==> config.mk <==
export PLATFORM = sky130hd
export DESIGN_NAME = axi_stream_arbiter
export DESIGN_NICKNAME = d
export VERILOG_FILES = /design/src/rtl/axi_stream_arbiter.sv
export SDC_FILE = /design/constraint.sdc
export NUM_CORES = 1
export LEC_CHECK = 0
export ABC_AREA = 0
export BUFFER_PORTS_ARGS = -buffer_cell sky130_fd_sc_hd__buf_2
export CAP_MARGIN = 20
export CORE_ASPECT_RATIO = 0.5
export CORE_MARGIN = 2
export CORE_UTILIZATION = 39
export CTS_CLUSTER_SIZE = 16
export DETAILED_ROUTE_END_ITERATION = 10
export GPL_TIMING_DRIVEN = 0
export PLACE_DENSITY = 0.81
export SLEW_MARGIN = 25
export SYNTH_ARGS = -nofsm -noshare
export SYNTH_HDL_FRONTEND = slang
export SYNTH_SLANG_ARGS = --single-unit
==> constraint.sdc <==
create_clock -name aclk -period 3.05 [get_ports aclk]
set_input_delay 0.61 -clock aclk [delete_from_list [all_inputs] [get_ports aclk]]
set_output_delay 0.61 -clock aclk [all_outputs]
set_load 0.03 [all_outputs]
==> src/rtl/axi_stream_arbiter.sv <==
// axi_stream_arbiter
//   Packet-level round-robin arbiter. Merges N_PORTS AXI4-Stream slave channels onto a single
//   master channel. A grant is held until the granted source's tlast beat completes, so packets
//   never interleave. While a grant is held, the data path is a zero-latency pass-through.
//
// Ports
//   aclk, areset_n    clock and asynchronous active-low reset
//   s_tvalid/s_tready per-source handshake (N_PORTS bits each)
//   s_tlast, s_tdata  per-source last flag and data (s_tdata packed, index = port)
//   m_tvalid/m_tready downstream handshake
//   m_tlast, m_tdata  downstream last flag and data
//   m_tid             granted port index (0 while idle)
//   busy              a grant is held
//   pkt_cnt           completed packets on the master side (wraps at 16 bits)
module axi_stream_arbiter #(
  parameter int unsigned N_PORTS = 4,
  parameter int unsigned DATA_W  = 32,
  parameter int unsigned ID_W    = $clog2(N_PORTS)
) (
  input  logic                           aclk,
  input  logic                           areset_n,
  input  logic [N_PORTS-1:0]             s_tvalid,
  output logic [N_PORTS-1:0]             s_tready,
  input  logic [N_PORTS-1:0]             s_tlast,
  input  logic [N_PORTS-1:0][DATA_W-1:0] s_tdata,
  output logic                           m_tvalid,
  input  logic                           m_tready,
  output logic                           m_tlast,
  output logic [DATA_W-1:0]              m_tdata,
  output logic [ID_W-1:0]                m_tid,
  output logic                           busy,
  output logic [15:0]                    pkt_cnt
);

  typedef enum logic {StIdle, StLock} state_e;

  state_e            state_q, state_d;
  logic [ID_W-1:0]   grant_q, grant_d;
  logic [ID_W-1:0]   last_grant_q, last_grant_d;
  logic [15:0]       pkt_cnt_q, pkt_cnt_d;

  logic [N_PORTS-1:0] grant_oh;
  logic [N_PORTS-1:0] req;
  logic [ID_W-1:0]    rr_ptr;
  logic [ID_W-1:0]    scan_idx;
  logic [ID_W-1:0]    pick_idx;
  logic               pick_vld;
  logic               pkt_end;

  assign grant_oh = N_PORTS'(1) << grant_q;

  // Data path: pure pass-through of the granted source while locked.
  always_comb begin
    s_tready = '0;
    m_tvalid = 1'b0;
    m_tlast  = 1'b0;
    m_tdata  = '0;
    m_tid    = '0;
    if (state_q == StLock) begin
      m_tvalid          = s_tvalid[grant_q];
      m_tlast           = s_tlast[grant_q];
      m_tdata           = s_tdata[grant_q];
      m_tid             = grant_q;
      s_tready[grant_q] = m_tready;
    end
  end

  assign pkt_end = (state_q == StLock) && m_tvalid && m_tready && m_tlast;
  assign busy    = (state_q == StLock);
  assign pkt_cnt = pkt_cnt_q;

  // At a packet end the pointer is the finishing port, i.e. the value last_grant takes on this
  // edge, so the re-arbitration already scans from the port after it. The finishing port is
  // masked for this one decision so another requester always wins if present.
  assign req    = (state_q == StLock) ? (s_tvalid & ~grant_oh) : s_tvalid;
  assign rr_ptr = (state_q == StLock) ? grant_q : last_grant_q;

  // Round-robin scan: rr_ptr+1, rr_ptr+2, ... modulo N_PORTS; first set request wins.
  always_comb begin
    pick_vld = 1'b0;
    pick_idx = '0;
    scan_idx = '0;
    for (int unsigned i = 1; i <= N_PORTS; i++) begin
      scan_idx = ID_W'((32'(rr_ptr) + i) % N_PORTS);
      if (!pick_vld && req[scan_idx]) begin
        pick_vld = 1'b1;
        pick_idx = scan_idx;
      end
    end
  end

  always_comb begin
    state_d      = state_q;
    grant_d      = grant_q;
    last_grant_d = last_grant_q;
    pkt_cnt_d    = pkt_cnt_q;
    unique case (state_q)
      StIdle: begin
        if (pick_vld) begin
          grant_d = pick_idx;
          state_d = StLock;
        end
      end
      StLock: begin
        if (pkt_end) begin
          last_grant_d = grant_q;
          pkt_cnt_d    = pkt_cnt_q + 16'd1;
          if (pick_vld) begin
            grant_d = pick_idx;
          end else begin
            state_d = StIdle;
          end
        end
      end
      default: state_d = StIdle;
    endcase
  end

  always_ff @(posedge aclk or negedge areset_n) begin
    if (!areset_n) begin
      state_q      <= StIdle;
      grant_q      <= '0;
      last_grant_q <= ID_W'(N_PORTS - 1);
      pkt_cnt_q    <= '0;
    end else begin
      state_q      <= state_d;
      grant_q      <= grant_d;
      last_grant_q <= last_grant_d;
      pkt_cnt_q    <= pkt_cnt_d;
    end
  end

endmodule

## After elaboration in Yosys (flattened, before gate mapping)

Index checks and enable logic that the tools add are counted.

| word-level totals | value |
|---|---|
| register bits | 21 |
| bits in latches | 0 |
| memory bits (writable) | 0 |
| memory bits (read-only) | 0 |
| input port bits | 139 |
| output and inout bits | 57 |
| logic and storage cells | 69 |
| memories kept | 0 |

| operators by class | value |
|---|---|
| $add $sub $neg | 5 |
| $mul | 0 |
| divide/modulo/power cells | 0 |
| $lt $le $gt $ge | 6 |
| equality and inequality tests | 1 |
| shift-type cells | 1 |
| multiplexer cells | 37 |
| bitwise logic cells | 4 |
| reduce and logical (&&, ||, !) cells | 11 |

Operators with widths:

| operator | number |
|---|---|
| 32-bit binary-select mux with 2-bit select | 1 |
| 32-bit 2-to-1 mux | 2 |
| 16-bit by 1-bit adder with 16-bit output, second input constant | 1 |
| 2-bit 2-to-1 mux | 8 |
| 2-bit by 3-bit less-than comparator with 1-bit output, second input constant | 5 |
| 1-bit 2-to-1 mux | 15 |
| 1-bit binary-select mux with 2-bit select | 6 |
| 4-bit AND | 2 |
| 4-bit 2-to-1 mux | 2 |
| 1-bit logical AND | 7 |
| 2-bit by 1-bit adder with 2-bit output, second input constant | 2 |
| 2-bit adder, second input constant | 2 |
| 4-bit NOT | 1 |
| 2-bit one-hot mux with 2 select lines | 1 |
| 1-bit by 2-bit left shift with 4-bit output, first input constant | 1 |
| 1-bit zero test | 3 |
| 1-bit demux with 2-bit select | 1 |
| 2-bit by 1-bit greater-or-equal comparator with 1-bit output, second input constant | 1 |
| 2-bit by 1-bit != test with 1-bit output, second input constant | 1 |
| 1-bit one-hot mux with 2 select lines | 1 |
| 2-bit AND reduction | 1 |
| 1-bit NOT | 1 |

## Depth between registers and ports, before layout

| depth | value |
|---|---|
| depth in word-level cells | 19 |
| mapped depth | 7 |
| mapped depth without buffers | 6 |

## Worst setup path before layout

Ideal clock, no wire load.

| timing path | value |
|---|---|
| kind | register -> output |
| from | register grant_q[0] |
| to | output port m_tdata[10] |
| data arrival time | 1.820 ns |
| data required time | 2.440 ns |
| path slack | 0.620 ns |
| cell stages (with the launch flop) | 6 |
| buffers on the path | 3 |
| path through | dfrtp_1 buf_6 buf_2 buf_2 mux4_2 and2_1 |

| between the ends | value |
|---|---|
| longest elaborated chain between the ends | 3 |

RTL lines:

| what | line | source |
|---|---|---|
| start: declaration | 38 | `logic [ID_W-1:0] grant_q, grant_d;` |
| start signal: assignment | 127 | `grant_q <= grant_d;` |
| 32-bit binary-select mux with 2-bit select | 62 | `m_tdata = s_tdata[grant_q];` |
| 32-bit 2-to-1 mux (not written as such) | 62 |  |
| 32-bit 2-to-1 mux | 59 | `if (state_q == StLock) begin` |
| end: declaration | 29 | `output logic [DATA_W-1:0] m_tdata,` |

Every way passes these cells. The select of a mux whose other input is x is not followed.

## Worst setup path in the final report

| timing path | value |
|---|---|
| from | register grant_q[0] |
| to | output port m_tdata[8] |

Same word-level chain as after synthesis.

==> impl_metrics.json <==
{
  "synth_area_per_cell_um2": 10.7,
  "ys_async_sr_fraction": 1.00,
  "viasPerCell": 5.14,
  "portBuffers": 192,
  "clk_pin_slew_ns": 0.05,
  "place.gp.congestion": 0.895,
  "drv_slew": 0,
  "ir_worst_vdd_mv": 0.522,
  "die_w_um": 113,
  "cp_data_required_time_ns": 2.44,
  "first_global_vias": 2483,
  "cp.arrival_ns": 2.24,
  "drcViolationCount": 10,
  "grt_antenna_before_repair": 0,
  "first_iter_violations": 131,
  "track_usage": 0.221,
  "syn_to_final_growth_pct": 48.9,
  "final.setup.worst_slack_ns": 0.203,
  "diodes": 0,
  "coreArea_um2": 5610,
  "status": "finished, violations left",
  "overflow": 0,
  "path_class": "reg -> out",
  "cts_setup_buffers": 0,
  "grt_pass1_wl_um": 11700,
  "drt-met1-wl_um": 3000,
  "ys_seq_area_frac": 0.227,
  "synth.largest_area_cell": "mux4_2",
  "numCtsBuffers": 3,
  "leakage_nw": 1.77,
  "synth_top_area_frac": 0.329,
  "routed.top_layer": "met4",
  "r2r_slack_ns": 1.05,
  "synth_cell_types": 42,
  "start_util": 0.414,
  "clock_path_buffers": 2,
  "final_nets": 555,
  "final_cell_mix": "buf_2, and2_1, mux4_2, nand2_1, dfrtp_1",
  "dr.pass1.iters": 7,
  "hold_path_class": "in -> async",
  "synth_edf_count": 0,
  "grt_max_degree": 22,
  "fin_crit_ns": 2.85,
  "num_vias": 2502,
  "syn_nets": 358,
  "powerDensity_nw_per_um2": 909,
  "worstSkewPairLatency_ns": 0.25,
  "setup_violations": 0,
  "place_worst_setup_slack_ns": 0.369,
  "drive_above_1_share": 0.604,
  "timing.setup.tns_ns": 0,
  "row_count": 19,
  "synthesis.instances": 218,
  "fin_crit_sh": 0.934,
  "synth-seq-cells": 21,
  "post-dp-hpwl_um": 6600,
  "wl_met3_um": 452,
  "path_max_fanout": 10,
  "tightest_slew_ns": 0.604,
  "cts_root_buf": "clkbuf_16",
  "rsz0062_at_grt": "no",
  "drv_cap": 0,
  "finClkSkew_ns": 0.00175,
  "synthesis.area_um2": 2320,
  "hold_viol": 0,
  "synth_area_leaders": "mux4_2, dfrtp_1, and2_1, xnor2_1, nand2_1",
  "wl_per_cell_um": 15.6,
  "max_freq_ghz": 0.351,
  "wl_um": 7580,
  "boundaryPins": 196,
  "dr_wl_met2_um": 4070,
  "antenna_left": 0,
  "utilization": 0.617,
  "endpoint_kind": "output pin",
  "yosysWarnings": 0,
  "cts_sinks": 21,
  "ys.flop_type": "dfrtp_1",
  "final_common_cell": "buf_2",
  "start_kind": "register",
  "fin_hold_ws_ns": 0.298,
  "violations": "design-rule violations",
  "slew_headroom": 0.597,
  "tritoncts": "built",
  "die_area_um2": 6630,
  "h-tree-depth": 1,
  "die_h_um": 58.6
}
sequential cells by signal, summed over array words and instances (netlist names):
register and flops:
grant_q 2, pkt_cnt 16, last_grant_q 2, busy 1
through the flow:
step	instance area (um2)	cells	power, mW
after global placement	3380	483	2.86
after global routing	3460	487	3.35
after detailed placement	3380	483	2.89
final	3460	487	3.15
after CTS	3460	487	3.16
after floorplan	2320	218	2.29
power breakdown:
group	leakage (nW)	switching [mW]	internal, mW	total (mW)
combinational	1.46	1.43	1.05	2.48
clock	0.0382	0.0938	0.178	0.272
sequential	0.272	0.0474	0.343	0.391
total	1.77	1.57	1.58	3.15
final timing paths:
path / start / to / cells past startpoint
max in group asynchronous: areset_n / last_grant_q[0] / 1
min in group aclk: pkt_cnt[15] / pkt_cnt[15] / 1
min: areset_n / pkt_cnt[12] / 1
max: grant_q[0] / m_tdata[8] / 6
max reg2reg: grant_q[1] / grant_q[0] / 7
min reg2reg: pkt_cnt[15] / pkt_cnt[15] / 1
area by class of cell:
type | instances | area [um2]
well taps | 73 | 91.3
repair buffers | 192 | 961
multi-input cells | 172 | 1680
plain buffers | 20 | 106
fillers | 483 | 2150
flip-flops and latches | 21 | 528
inverters | 5 | 18.8
clock buffers | 4 | 78.8
Yosys cell counts, drive strengths merged, types with 2 or more instances:
master	instances
mux2i	7
xor2	6
o22ai	4
nor3b	2
nand3	6
clkbuf	8
nor3	3
and3	2
and4	3
mux2	3
dfrtp	19
and2	35
nor2	13
inv	5
dfstp	2
a31oi	2
o21ai	2
nand4	3
xnor2	9
nor2b	2
nand2b	5
a21oi	2
mux4	34
buf	12
nand2	20
worst max-delay path: stages, from the launching register on:
cell      delay [ns]
dfrtp_1         0.33
buf_6           0.15
buf_2           0.29
clkbuf_4        0.33
mux4_2          0.54
and2_1          0.18
buf_2           0.17
timing repair:
action | CTS | global route
endpoints found under the setup margin | 0 | 16
gates resized for setup | 0 | 2
hold buffers | 0 | 0
kinds of logic after synthesis:
group	count (synthesis)	synth area share
simple gates	96	0.235
mux	44	0.376
buf+inv	25	0.0517
flops	21	0.227
compound gates	16	0.0490
xor+xnor	15	0.0565
fa+ha+maj	1	0.00538
metal layers:
| layer | vias up | GRT usage |
|---|---|---|
| met2 | 79 | 0.433 |
| met4 | 0 | 0.0261 |
| met3 | 9 | 0.0371 |
| li1 | 1195 | - |
| met1 | 1219 | 0.268 |
| met5 | - | 0 |
Note: power is estimated with default switching activity, not from simulation.
